File: config.mk
export PLATFORM = sky130hd
export DESIGN_NAME = pmu_ctrl
export DESIGN_NICKNAME = d
export VERILOG_FILES = /design/src/rtl/pmu_ctrl_pkg.sv /design/src/rtl/pmu_sync.sv /design/src/rtl/pmu_ctrl.sv
export SDC_FILE = /design/constraint.sdc
export NUM_CORES = 1
export LEC_CHECK = 0
export ABC_AREA = 1
export CORE_MARGIN = 8
export CORE_UTILIZATION = 25
export CTS_CLUSTER_DIAMETER = 80
export DETAILED_ROUTE_END_ITERATION = 16
export DONT_BUFFER_PORTS = 1
export GPL_TIMING_DRIVEN = 0
export PLACE_DENSITY_LB_ADDON = 0.3
export SLEW_MARGIN = 20
export SYNTH_ARGS = -nofsm -noshare
export SYNTH_HDL_FRONTEND = slang
export SYNTH_SLANG_ARGS = --single-unit
File: constraint.sdc
create_clock -name clk -period 3.3 [get_ports clk]
set_input_delay 0.495 -clock clk [delete_from_list [all_inputs] [get_ports clk]]
set_output_delay 0.495 -clock clk [all_outputs]
set_load 0.1 [all_outputs]
File: src/rtl/pmu_ctrl_pkg.sv
// Shared types and constants for the AON power-sequencing controller.
// State encodings are fixed because pwr_state is exported to software.
package pmu_ctrl_pkg;

    localparam int unsigned CNT_W = 8;

    localparam logic [7:0] DEF_VTH1    = 8'd180;
    localparam logic [7:0] DEF_VTH2    = 8'd150;
    localparam logic [2:0] DEF_RC_FREQ = 3'b010;

    typedef enum logic [2:0] {
        PwrOff        = 3'd0,
        PwrRampUp     = 3'd1,
        PwrClkEn      = 3'd2,
        PwrActive     = 3'd3,
        PwrRampDown   = 3'd4,
        PwrBorRecover = 3'd5
    } pwr_state_t;

    function automatic logic [7:0] vth_min(input logic [7:0] a, input logic [7:0] b);
        return (a < b) ? a : b;
    endfunction

endpackage

File: src/rtl/pmu_sync.sv
// Two-flop synchronizer for asynchronous PMU status inputs.
module pmu_sync #(
    parameter int unsigned WIDTH = 1
) (
    input  logic             clk,
    input  logic             rst_n,
    input  logic [WIDTH-1:0] i_d,
    output logic [WIDTH-1:0] o_q
);

    logic [WIDTH-1:0] r_meta;
    logic [WIDTH-1:0] r_sync;

    always_ff @(posedge clk or negedge rst_n) begin
        if (!rst_n) begin
            r_meta <= '0;
            r_sync <= '0;
        end else begin
            r_meta <= i_d;
            r_sync <= r_meta;
        end
    end

    assign o_q = r_sync;

endmodule

File: src/rtl/pmu_ctrl.sv
// PMU power-sequencing controller: OFF -> RAMP_UP -> CLK_EN -> ACTIVE and back, with BOR recovery.
// Build option PMU_CTRL_BOR_AUTO_RESTART_EN: restart the ramp directly after BOR recovery.
module pmu_ctrl
    import pmu_ctrl_pkg::*;
#(
    parameter int unsigned DCDC_TIMEOUT = 64,
    parameter int unsigned XTAL_SETTLE  = 16,
    parameter int unsigned RST_HOLD     = 4,
    parameter logic [7:0]  V_TH1_DEF    = DEF_VTH1,
    parameter logic [7:0]  V_TH2_DEF    = DEF_VTH2,
    parameter logic [2:0]  RC_FREQ_DEF  = DEF_RC_FREQ
) (
    input  logic       clk,
    input  logic       rst_n,
    input  logic       i_pwr_on_req,
    input  logic       i_pwr_off_req,
    input  logic       i_cfg_xtal_en,
    input  logic [2:0] i_cfg_rc_freq,
    input  logic       i_cfg_vth_wr,
    input  logic [7:0] i_cfg_vth1,
    input  logic [7:0] i_cfg_vth2,
    input  logic       i_cfg_sw_por,
    input  logic       i_pmu_dcdc_ready,
    input  logic       i_pmu_vwarn,
    input  logic       i_bor_event_int,
    output logic       o_pmu_dcdc_en,
    output logic       o_clk_32k_xtal_en,
    output logic       o_clk_rc_prog_en,
    output logic [2:0] o_clk_rc_prog_freq,
    output logic [7:0] o_v_th1_cfg,
    output logic [7:0] o_v_th2_cfg,
    output logic       o_bor_event_int_clr,
    output logic       o_soc_por_sw_ctrl,
    output logic       o_soc_active,
    output logic [2:0] o_pwr_state,
    output logic       o_err_timeout,
    output logic [7:0] o_bor_cnt,
    output logic       o_vwarn_irq
);

    localparam logic [CNT_W-1:0] TMO_LAST    = CNT_W'(DCDC_TIMEOUT - 1);
    localparam logic [CNT_W-1:0] SETTLE_LAST = CNT_W'(XTAL_SETTLE - 1);
    localparam logic [CNT_W-1:0] HOLD_LAST   = CNT_W'(RST_HOLD - 1);
    localparam logic [7:0]       BOR_MAX     = 8'hFF;

    logic w_ready;
    logic w_vwarn;
    logic w_bor;

    pmu_sync #(.WIDTH(1)) u_sync_ready (
        .clk   (clk),
        .rst_n (rst_n),
        .i_d   (i_pmu_dcdc_ready),
        .o_q   (w_ready)
    );

    pmu_sync #(.WIDTH(1)) u_sync_vwarn (
        .clk   (clk),
        .rst_n (rst_n),
        .i_d   (i_pmu_vwarn),
        .o_q   (w_vwarn)
    );

    pmu_sync #(.WIDTH(1)) u_sync_bor (
        .clk   (clk),
        .rst_n (rst_n),
        .i_d   (i_bor_event_int),
        .o_q   (w_bor)
    );

    pwr_state_t       r_state, w_state_d;
    logic [CNT_W-1:0] r_cnt, w_cnt_d;
    logic             r_dcdc_en, w_dcdc_en_d;
    logic             r_xtal_en, w_xtal_en_d;
    logic             r_rc_en, w_rc_en_d;
    logic [2:0]       r_freq, w_freq_d;
    logic             r_clr, w_clr_d;
    logic             r_err, w_err_d;
    logic [7:0]       r_bor_cnt, w_bor_cnt_d;
    logic             r_bor_prev;
    logic             r_vwarn_prev;
    logic             r_vwarn_irq;
    logic [7:0]       r_vth1, r_vth2;
    logic             r_sw_ctrl;
    logic [CNT_W-1:0] r_hold_cnt;
    logic             w_bor_rise;
    logic             w_bor_hit;

    assign w_bor_rise = w_bor & ~r_bor_prev;

    always_comb begin
        w_state_d   = r_state;
        w_cnt_d     = r_cnt;
        w_dcdc_en_d = r_dcdc_en;
        w_xtal_en_d = r_xtal_en;
        w_rc_en_d   = r_rc_en;
        w_freq_d    = r_freq;
        w_clr_d     = r_clr;
        w_err_d     = r_err;
        w_bor_cnt_d = r_bor_cnt;
        w_bor_hit   = 1'b0;

        case (r_state)
            PwrOff: begin
                if (i_pwr_on_req) begin
                    w_state_d   = PwrRampUp;
                    w_dcdc_en_d = 1'b1;
                    w_cnt_d     = '0;
                end
            end
            PwrRampUp: begin
                if (w_bor_rise) begin
                    w_bor_hit = 1'b1;
                end else if (w_ready) begin
                    w_state_d   = PwrClkEn;
                    w_cnt_d     = '0;
                    w_rc_en_d   = 1'b1;
                    w_xtal_en_d = i_cfg_xtal_en;
                    w_freq_d    = i_cfg_rc_freq;
                end else if (r_cnt == TMO_LAST) begin
                    w_state_d   = PwrRampDown;
                    w_err_d     = 1'b1;
                    w_dcdc_en_d = 1'b0;
                end else begin
                    w_cnt_d = r_cnt + 8'd1;
                end
            end
            PwrClkEn: begin
                if (w_bor_rise) begin
                    w_bor_hit = 1'b1;
                end else if (r_cnt == SETTLE_LAST) begin
                    w_state_d = PwrActive;
                end else begin
                    w_cnt_d = r_cnt + 8'd1;
                end
            end
            PwrActive: begin
                // Loss of DC-DC ready without a requested power-down is a brownout.
                if (w_bor_rise) begin
                    w_bor_hit = 1'b1;
                end else if (i_pwr_off_req) begin
                    w_state_d   = PwrRampDown;
                    w_dcdc_en_d = 1'b0;
                    w_rc_en_d   = 1'b0;
                    w_xtal_en_d = 1'b0;
                end else if (!w_ready) begin
                    w_bor_hit = 1'b1;
                end
            end
            PwrRampDown: begin
                if (!w_ready) begin
                    w_state_d = PwrOff;
                end
            end
            PwrBorRecover: begin
                if (r_clr) begin
                    if (!w_bor) begin
                        w_clr_d = 1'b0;
                    end
                end else if (!w_ready) begin
`ifdef PMU_CTRL_BOR_AUTO_RESTART_EN
                    if (r_bor_cnt != BOR_MAX) begin
                        w_state_d   = PwrRampUp;
                        w_dcdc_en_d = 1'b1;
                        w_cnt_d     = '0;
                    end else begin
                        w_state_d = PwrOff;
                    end
`else
                    w_state_d = PwrOff;
`endif
                end
            end
            default: begin
                w_state_d   = PwrOff;
                w_dcdc_en_d = 1'b0;
                w_rc_en_d   = 1'b0;
                w_xtal_en_d = 1'b0;
                w_clr_d     = 1'b0;
            end
        endcase

        if (w_bor_hit) begin
            w_state_d   = PwrBorRecover;
            w_dcdc_en_d = 1'b0;
            w_rc_en_d   = 1'b0;
            w_xtal_en_d = 1'b0;
            w_clr_d     = 1'b1;
            if (r_bor_cnt != BOR_MAX) begin
                w_bor_cnt_d = r_bor_cnt + 8'd1;
            end
        end
    end

    always_ff @(posedge clk or negedge rst_n) begin
        if (!rst_n) begin
            r_state      <= PwrOff;
            r_cnt        <= '0;
            r_dcdc_en    <= 1'b0;
            r_xtal_en    <= 1'b0;
            r_rc_en      <= 1'b0;
            r_freq       <= RC_FREQ_DEF;
            r_clr        <= 1'b0;
            r_err        <= 1'b0;
            r_bor_cnt    <= '0;
            r_bor_prev   <= 1'b0;
            r_vwarn_prev <= 1'b0;
            r_vwarn_irq  <= 1'b0;
        end else begin
            r_state      <= w_state_d;
            r_cnt        <= w_cnt_d;
            r_dcdc_en    <= w_dcdc_en_d;
            r_xtal_en    <= w_xtal_en_d;
            r_rc_en      <= w_rc_en_d;
            r_freq       <= w_freq_d;
            r_clr        <= w_clr_d;
            r_err        <= w_err_d;
            r_bor_cnt    <= w_bor_cnt_d;
            r_bor_prev   <= w_bor;
            r_vwarn_prev <= w_vwarn;
            r_vwarn_irq  <= (r_state == PwrActive) & w_vwarn & ~r_vwarn_prev;
        end
    end

    always_ff @(posedge clk or negedge rst_n) begin
        if (!rst_n) begin
            r_vth1 <= V_TH1_DEF;
            r_vth2 <= V_TH2_DEF;
        end else if (i_cfg_vth_wr) begin
            r_vth1 <= i_cfg_vth1;
            r_vth2 <= vth_min(i_cfg_vth2, i_cfg_vth1);
        end
    end

    // Hold counter runs only while staying in ACTIVE; any exit aborts the pulse.
    always_ff @(posedge clk or negedge rst_n) begin
        if (!rst_n) begin
            r_sw_ctrl  <= 1'b0;
            r_hold_cnt <= '0;
        end else if (r_state != PwrActive || w_state_d != PwrActive) begin
            r_sw_ctrl  <= 1'b0;
            r_hold_cnt <= '0;
        end else if (r_sw_ctrl) begin
            if (r_hold_cnt == '0) begin
                r_sw_ctrl <= 1'b0;
            end else begin
                r_hold_cnt <= r_hold_cnt - 8'd1;
            end
        end else if (i_cfg_sw_por) begin
            r_sw_ctrl  <= 1'b1;
            r_hold_cnt <= HOLD_LAST;
        end
    end

    assign o_pmu_dcdc_en       = r_dcdc_en;
    assign o_clk_32k_xtal_en   = r_xtal_en;
    assign o_clk_rc_prog_en    = r_rc_en;
    assign o_clk_rc_prog_freq  = r_freq;
    assign o_v_th1_cfg         = r_vth1;
    assign o_v_th2_cfg         = r_vth2;
    assign o_bor_event_int_clr = r_clr;
    assign o_soc_por_sw_ctrl   = r_sw_ctrl;
    assign o_soc_active        = (r_state == PwrActive);
    assign o_pwr_state         = r_state;
    assign o_err_timeout       = r_err;
    assign o_bor_cnt           = r_bor_cnt;
    assign o_vwarn_irq         = r_vwarn_irq;

endmodule
==> results of run 1 <==
[cell families after synthesis]
logic type      count (synthesis)
buf+inv                        57
fa+ha+maj                      11
compound gates                 30
flops                          61
xor+xnor                       12
mux                             3
simple gates                  254
[worst max-delay path: stages, from the launching register on]
cell,delay (ps)
dfrtp_1,1070
nand2_2,160
nor2_4,640
nand2_2,180
nand2_2,140
nand2_4,100
clkinv_4,120
nand2_4,100
xor2_1,160
[report_power, final]
group / total [mW] / switching [mW] / internal [mW] / leakage, nW
Combinational: 0.581 / 0.380 / 0.201 / 1.09
Clock: 0.857 / 0.310 / 0.548 / 0.134
Sequential: 1.80 / 0.924 / 0.873 / 0.765
Total: 3.24 / 1.61 / 1.62 / 1.98
[how the worst max path moves through the flow]
stage,end,cells past startpoint,startpoint
global route,o_bor_cnt[4]$_DFFE_PN0P_,9,o_pwr_state[0]$_DFF_PN0_
finish,o_bor_cnt[0]$_DFFE_PN0P_,8,o_pwr_state[0]$_DFF_PN0_
detailed placement,o_bor_cnt[0]$_DFFE_PN0P_,8,o_pwr_state[1]$_DFF_PN0_
CTS,o_bor_cnt[0]$_DFFE_PN0P_,8,o_pwr_state[1]$_DFF_PN0_
floorplan,o_bor_cnt[0]$_DFFE_PN0P_,8,o_pwr_state[1]$_DFF_PN0_
global placement,o_bor_cnt[0]$_DFFE_PN0P_,8,o_pwr_state[1]$_DFF_PN0_
[Yosys cell counts, drive strengths merged]
| library cell | count |
|---|---|
| nand2 | 157 |
| dfrtp | 52 |
| inv | 50 |
| nand3 | 41 |
| nor2 | 37 |
| o21ai | 15 |
| ha | 11 |
| dfstp | 9 |
| a21oi | 8 |
| nand4 | 8 |
| nor3 | 7 |
| xor2 | 7 |
| xnor2 | 5 |
| clkbuf | 4 |
| mux2 | 3 |
| a31oi | 2 |
| clkinv | 2 |
| or2 | 2 |
| a21o | 1 |
| and2 | 1 |
| buf | 1 |
| nand3b | 1 |
| o2111ai | 1 |
| o211a | 1 |
| o21a | 1 |
| o21bai | 1 |
[layout by cell type (no fill, tap or decap), types with 6 or more instances in the layout]
cell type  synthesis  layout
nand2_1          151     151
dfrtp_1           52      50
inv_1             49      49
nand3_1           40      40
nor2_1            30      30
o21ai_0           14      14
ha_1              11      11
clkbuf_16          0       9
dfstp_2            9       9
nand4_1            8       8
a21oi_1            8       8
clkbuf_1           4       8
xor2_1             7       7
nor3_1             6       6
[flip-flops by register name, indices dropped and copies added, names as in the netlist, 3 cells and up]
signal              count
o_bor_cnt               8
o_v_th2_cfg             8
o_pwr_state             3
r_hold_cnt              8
o_v_th1_cfg             8
o_clk_rc_prog_freq      3
r_cnt                   8
[stage by stage]
step                      utilization, %  setup WS (ps)  cells
after floorplan                        -            749    428
after global placement              27.0            460    604
after detailed placement            27.0            449    604
after CTS                           29.4            434    622
after global routing                29.4            326    622
final                               29.4            481    622
[routing by layer]
| layer | global-route usage, % | vias to the layer above | part of all wire (%) |
|---|---|---|---|
| li1 | - | 1389 | - |
| met1 | 11.9 | 1228 | 44 |
| met2 | 14.9 | 93 | 43 |
| met3 | 5.83 | 14 | 11 |
| met4 | 4.66 | 4 | 1.6 |
| met5 | 0 | - | 0.30 |
[layout make-up]
cell class	instances	area (um^2)	area share [%]
Multi-Input combinational cell	310	1570	40.6
Clock buffer	15	268	6.93
Buffer	5	22.5	0.583
Sequential cell	61	1540	39.9
Clock inverter	1	5.00	0.130
Tap cell	176	220	5.70
Inverter	52	200	5.18
Timing Repair Buffer	2	37.5	0.972
==> flow_summary.ini, run 1 <==
[layout]
area_growth_pct = 16.0
antenna-diode-count = 0
final_nets = 481
final.fill_count = 1435
drive_gt1_share_pct = 11.0
final_area_um2 = 3860

[timing]
relSlewSlack_pct = 26.7
final-max-slew-violation-count = 0
hold_violations = 1
holdWs_ps = -4.79
finalSetupTns_ps = 0
setup_violations = 0
worst_slew_pin_slew_ps = 1100
grt_setup_unrepaired = false
skew_ps = 3.92
max_freq_mhz = 355
min_period_ps = 2820
period_share_pct = 85.4

[power]
leakagePower_nw = 1.98
totalPowerFinal_mw = 3.24
ir_drop_v = 0.000496
power.density_nw_per_um2 = 837

[global_routing]
grt_max_degree = 54
gr-total-overflow = 0
grt_pass1_vias = 2732
grt_pass1_wl_um = 14100
grt_usage_pct = 10.2
antenna_found_initial = 2

[logic_synthesis]
syn_inst = 428
ys_seq_elements = 61
synth_top_family_by_area = simple AND/OR/NAND/NOR gates
synth_seq_area_share_pct = 46.2
synth_compound_area_share_pct = 5.18
synth_area_um2 = 3330
synth_adder_area_share_pct = 4.13
synth.area.top_cells = dfrtp_1 39%, nand2_1 17%, dfstp_2 7.1%
synth_xor_area_share_pct = 3.16
synth-simple-area-share_pct = 33.7
yosysUniqueCellTypes = 35
synth_area_leader_cell = dfrtp_1
syn_area_per_cell_um2 = 7.78
synthMuxAreaShare_pct = 1.01
synth.top_cell.area_share_pct = 39.1
yosysWarningCount = 0
synth_nets = 468

[die]
dieArea_um2 = 17300
boundaryPins = 67
dieHeight_um = 131
die_w_um = 131
coreArea_um2 = 13100
floorplan.initialDensity_pct = 25.4
num_rows = 42

[placed_design]
place_area_um2 = 3550
portBuffers = 0
place.gp.congestion = 0.795
hpwlAfterDp_um = 6020

[clocking]
ctsHoldBuffers = 2
cts_max_path_buffers = 2
clock_latency_ps = 330
cts_tree = yes
cts_max_level = 3
cts-root-buf = clkbuf_16
cts.sinks = 61
cts_resized = 0
cts_setup_buffers = 0
path_clk_slew_ps = 50
cts_made_buffers = 9

[drt]
ant_nets = 0
vias = 2728
drc_errors = 0
vias_per_cell = 4.39
drt-total-wl_um = 8300
routedWlPerCell_um = 13.3
drt-initial-drc-count = 194
firstDrtPassIters = 4

[setup_path]
start_kind = flip-flop
crit_type = reg2reg
r2r-start = o_pwr_state[0]$_DFF_PN0_
r2r_end = o_bor_cnt[0]$_DFFE_PN0P_
r2r_cells = 8
cp_max_fo = 9
end_kind = flip-flop
cp_data_required_time_ps = 3500
rrSetupSlack_ps = 480
cp_data_arrival_time_ps = 3020

[outcome]
outcome = finished with violations
violations = negative hold slack

[worst_hold_path]
hp-class = in2async

[job]
maxCapViolations = 0
No activity file was read; power rests on OpenSTA's default activity.
==> run 2, diff against run 1 <==
SLEW_MARGIN = 40   (was 20)
TNS_END_PERCENT = 30   (was not set)
==> flow_summary.ini, run 2 (synthesis gave the netlist of run 1 again) <==
[clocking]
cts_max_level = 3
cts.sinks = 61
cts-root-buf = clkbuf_16
cts_tree = yes
path_clk_slew_ps = 50
cts_setup_buffers = 0
cts_max_path_buffers = 2
clock_latency_ps = 330
cts_made_buffers = 9

[die]
boundaryPins = 67
coreArea_um2 = 13100
dieArea_um2 = 17300
num_rows = 42
die_w_um = 131
floorplan.initialDensity_pct = 25.4
dieHeight_um = 131

[placed_design]
portBuffers = 0
hpwlAfterDp_um = 6010
place.gp.congestion = 0.795
dp.cells = 604

[drt]
ant_nets = 0
drt-total-wl_um = 8310
vias = 2725
routedWlPerCell_um = 13.4
vias_per_cell = 4.38
drt-initial-drc-count = 186
firstDrtPassIters = 4
drc_errors = 0

[setup_path]
crit_buf_inv = 1
path_cells = nand2_2, nor2_4, nand2_2, nand2_2, nand2_4, clkinv_4, nand2_4, xor2_1
rrSetupSlack_ps = 810
cp_common_cell = nand2_2
crit_type = reg2reg
r2r_end = o_bor_cnt[0]$_DFFE_PN0P_
cp_max_fo = 9
slowest_delay_ps = 770
end_kind = flip-flop
r2r-start = o_pwr_state[1]$_DFF_PN0_
start_kind = flip-flop
path_delay_family = simple AND/OR/NAND/NOR gates
cp_slowest_cell = dfrtp_2
cp_data_required_time_ps = 3500
r2r_cells = 8
cp_data_arrival_time_ps = 2690

[layout]
final_common_cell = nand2_1
final_nets = 481
final_cell_mix = 151 x nand2_1, 49 x inv_1, 40 x nand3_1, 30 x nor2_1, 28 x dfrtp_2
antenna-diode-count = 0
instances_no_fill = 622
final.fill_count = 1419
multiInputGateArea_um2 = 1570
seqCellArea_um2 = 1570
area_growth_pct = 17.0
drive_gt1_share_pct = 16.8
utilization_pct = 29.7

[global_routing]
grt_pass1_wl_um = 14100
grt_usage_pct = 10.1
gr-total-overflow = 0
antenna_found_initial = 2
grt_pass1_vias = 2721
grt_max_degree = 53

[timing]
worst_slew_pin_slew_ps = 754
period_share_pct = 75.5
holdWs_ps = -4.16
relSlewSlack_pct = 49.6
setup_violations = 0
skew_ps = 4.92
hold_violations = 1
max_freq_mhz = 402
final-max-slew-violation-count = 0
finalSetupTns_ps = 0
grt_setup_unrepaired = false
min_period_ps = 2490

[power]
ir_drop_v = 0.000500
leakagePower_nw = 1.95
power.density_nw_per_um2 = 836
totalPowerFinal_mw = 3.26

[worst_hold_path]
hp-class = in2async

[outcome]
violations = negative hold slack
outcome = finished with violations

[job]
maxCapViolations = 0
## run 2: cell count changes in the layout (fill, tap and decap cells not counted)
cell,change
dfrtp_1,-26
dfrtp_2,+26
## run 2: final cells by class
cell class	instances	share of cell area, %
sequential	61	40.4
multi-input combinational	310	40.3
clock buffer	15	6.87
tap	176	5.65
inverter	52	5.14
timing repair buffer	2	0.963
buffer	5	0.578
clock inverter	1	0.128
## run 2: through the flow
step                area [um^2]  worst slack (ps)
finish                     3900               810
global route               3900               640
CTS                        3900               784
detailed placement         3590               809
global placement           3550               460
floorplan                  3330               749
## run 2: power breakdown
| part | leakage (nW) | switching [mW] | internal, mW | total, mW |
|---|---|---|---|---|
| sequential | 0.731 | 0.924 | 0.892 | 1.82 |
| clock | 0.134 | 0.311 | 0.548 | 0.859 |
| combinational | 1.09 | 0.381 | 0.200 | 0.581 |
## run 2: worst max-delay path by stage
stage	startpoint	to	slack [ps]	cells after the start
2_1_floorplan	o_pwr_state[1]$_DFF_PN0_	o_bor_cnt[0]$_DFFE_PN0P_	750	8
3_3_place_gp	o_pwr_state[1]$_DFF_PN0_	o_bor_cnt[0]$_DFFE_PN0P_	460	8
3_5_place_dp	o_pwr_state[1]$_DFF_PN0_	o_bor_cnt[0]$_DFFE_PN0P_	810	8
4_1_cts	o_pwr_state[1]$_DFF_PN0_	o_bor_cnt[0]$_DFFE_PN0P_	780	8
5_1_grt	o_pwr_state[1]$_DFF_PN0_	o_bor_cnt[0]$_DFFE_PN0P_	640	8
6_report	o_pwr_state[1]$_DFF_PN0_	o_bor_cnt[0]$_DFFE_PN0P_	810	8
## run 2: timing repair
action / CTS / global route
hold endpoints to repair: 52 / 0
gates resized for setup: 0 / 0
endpoints found under the setup margin: 0 / 0
hold buffers: 2 / 0
## run 2: routing by layer
layer  part of all wire, %  global-route usage (%)  up-vias
li1                      -                       -     1387
met1                    44                    11.9     1216
met2                    44                    15.1      103
met3                    10                    4.76       15
met4                   1.9                    5.23        4
met5                  0.30                       0        -
==> run 3, diff against run 2 <==
clock period = 2.05 ns   (was 3.3 ns; I/O delays follow)
==> flow_summary.ini, run 3 (synthesis gave the netlist of run 1 again) <==
[setup_path]
cp_data_arrival_time_ps = 2360
slowest_delay_ps = 680
crit_buf_inv = 1
cp_max_fo = 8
path_cells = nand2_4, nor2_4, nand2_4, nand2_2, nand2_4, clkinv_8, nand2_8, xor2_1
path_delay_family = simple AND/OR/NAND/NOR gates
cp_data_required_time_ps = 2260
cp_slowest_cell = dfrtp_4
start_kind = flip-flop
crit_type = reg2reg
cp_common_cell = nand2_4
end_kind = flip-flop

[drt]
routedWlPerCell_um = 13.2
drt-total-wl_um = 8390
ant_nets = 0
drc_errors = 0
firstDrtPassIters = 4
vias_per_cell = 4.47
drt-initial-drc-count = 114
vias = 2835

[timing]
setup_violations = 20
relSlewSlack_pct = 42.5
final-max-slew-violation-count = 0
min_period_ps = 2150
period_share_pct = 105
hold_violations = 0
skew_ps = 7.41
fin_ws_ps = -99.2
finalSetupTns_ps = -1560
grt_setup_unrepaired = true
max_freq_mhz = 465
worst_slew_pin_slew_ps = 863

[die]
coreArea_um2 = 13100
floorplan.initialDensity_pct = 25.4
num_rows = 42
die_w_um = 131
dieHeight_um = 131
dieArea_um2 = 17300
boundaryPins = 67

[global_routing]
grt_pass1_wl_um = 14300
grt_usage_pct = 10.3
gr-total-overflow = 0
grt_pass1_vias = 2950
antenna_found_initial = 0
grt_max_degree = 62

[placed_design]
hpwlAfterDp_um = 6000
place_area_um2 = 3600
place_ws_ps = -234
place.gp.congestion = 0.825
portBuffers = 0

[worst_hold_path]
hp-class = in2reg

[layout]
final_cell_mix = 150 x nand2_1, 48 x inv_1, 39 x nand3_1, 30 x nor2_1, 25 x dfrtp_1
area_growth_pct = 22.9
antenna-diode-count = 0
final_nets = 493
multiInputGateArea_um2 = 1620
final.fill_count = 1419
final_area_um2 = 4090
final_common_cell = nand2_1
drive_gt1_share_pct = 19.4
seqCellArea_um2 = 1580
utilization_pct = 31.2

[clocking]
clock_latency_ps = 330
cts_tree = yes
cts.sinks = 61
cts_max_path_buffers = 2
path_clk_slew_ps = 50
cts_made_buffers = 9
cts-root-buf = clkbuf_16
cts_max_level = 3

[power]
leakagePower_nw = 2.05
power.density_nw_per_um2 = 1330
ir_drop_v = 0.000817

[outcome]
violations = negative setup slack
outcome = finished with violations

[job]
maxCapViolations = 0
==> run 3: final timing paths <==
check	cells past startpoint	start	slack [ps]	to
max	8	o_pwr_state[1]$_DFF_PN0_	-100	o_bor_cnt[0]$_DFFE_PN0P_
min	2	i_cfg_xtal_en	120	o_clk_32k_xtal_en$_DFFE_PN0P_
max reg2reg	8	o_pwr_state[1]$_DFF_PN0_	-100	o_bor_cnt[0]$_DFFE_PN0P_
min reg2reg	0	u_sync_vwarn.r_meta$_DFF_PN0_	350	u_sync_vwarn.o_q$_DFF_PN0_
max in group asynchronous	2	rst_n	1230	o_clk_rc_prog_freq[1]$_DFFE_PN1P_
min in group asynchronous	2	rst_n	510	o_err_timeout$_DFFE_PN0P_
==> run 3: stage by stage <==
step / hold slack (ps) / cells / total power [mW]
5_1_grt: 113 / 634 / 5.74
2_1_floorplan: 11.9 / 428 / 3.60
4_1_cts: 102 / 634 / 5.50
3_5_place_dp: 16.5 / 605 / 3.87
3_3_place_gp: 16.6 / 604 / 3.83
6_report: 119 / 634 / 5.44
==> run 3: timing repair <==
| item | in CTS | in global routing |
|---|---|---|
| gates cloned | 1 | 0 |
| buffers inserted | 7 | 1 |
| endpoints found under the hold margin | 64 | 0 |
| hold buffers | 5 | 0 |
| setup endpoints to repair | 22 | 28 |
| gates resized for setup | 6 | 5 |
| pin swaps | 10 | 10 |
==> run 3: report_power, final <==
group,leakage (nW),switching (mW),total [mW],internal [mW]
Combinational,1.17,0.637,1.01,0.376
Sequential,0.732,1.50,2.95,1.45
Clock,0.148,0.527,1.47,0.944
Total,2.05,2.66,5.44,2.77
==> run 3: cell type report <==
cell class / count / area share, %
inverters: 52 / 5.07
well taps: 176 / 5.38
multi-input cells: 311 / 39.7
clock buffers: 13 / 6.85
repair buffers: 13 / 3.42
clock inverters: 3 / 0.428
flip-flops and latches: 61 / 38.6
plain buffers: 5 / 0.550
==> run 3: worst reg2reg max path, cell delays in order (launching register included) <==
cell and delay [ps]:
dfrtp_4 680, nand2_4 100, nor2_4 600, nand2_4 120, nand2_2 130, nand2_4 100, clkinv_8 110, nand2_8 70
xor2_1 140
==> run 3: per-layer routing <==
| metal | GRT usage, % | vias up | wire length [um] |
|---|---|---|---|
| li1 | - | 1409 | - |
| met1 | 11.6 | 1322 | 3530 |
| met2 | 15.1 | 89 | 3620 |
| met3 | 6.21 | 15 | 1060 |
| met4 | 4.79 | 0 | 180 |
| met5 | 0 | - | 0 |
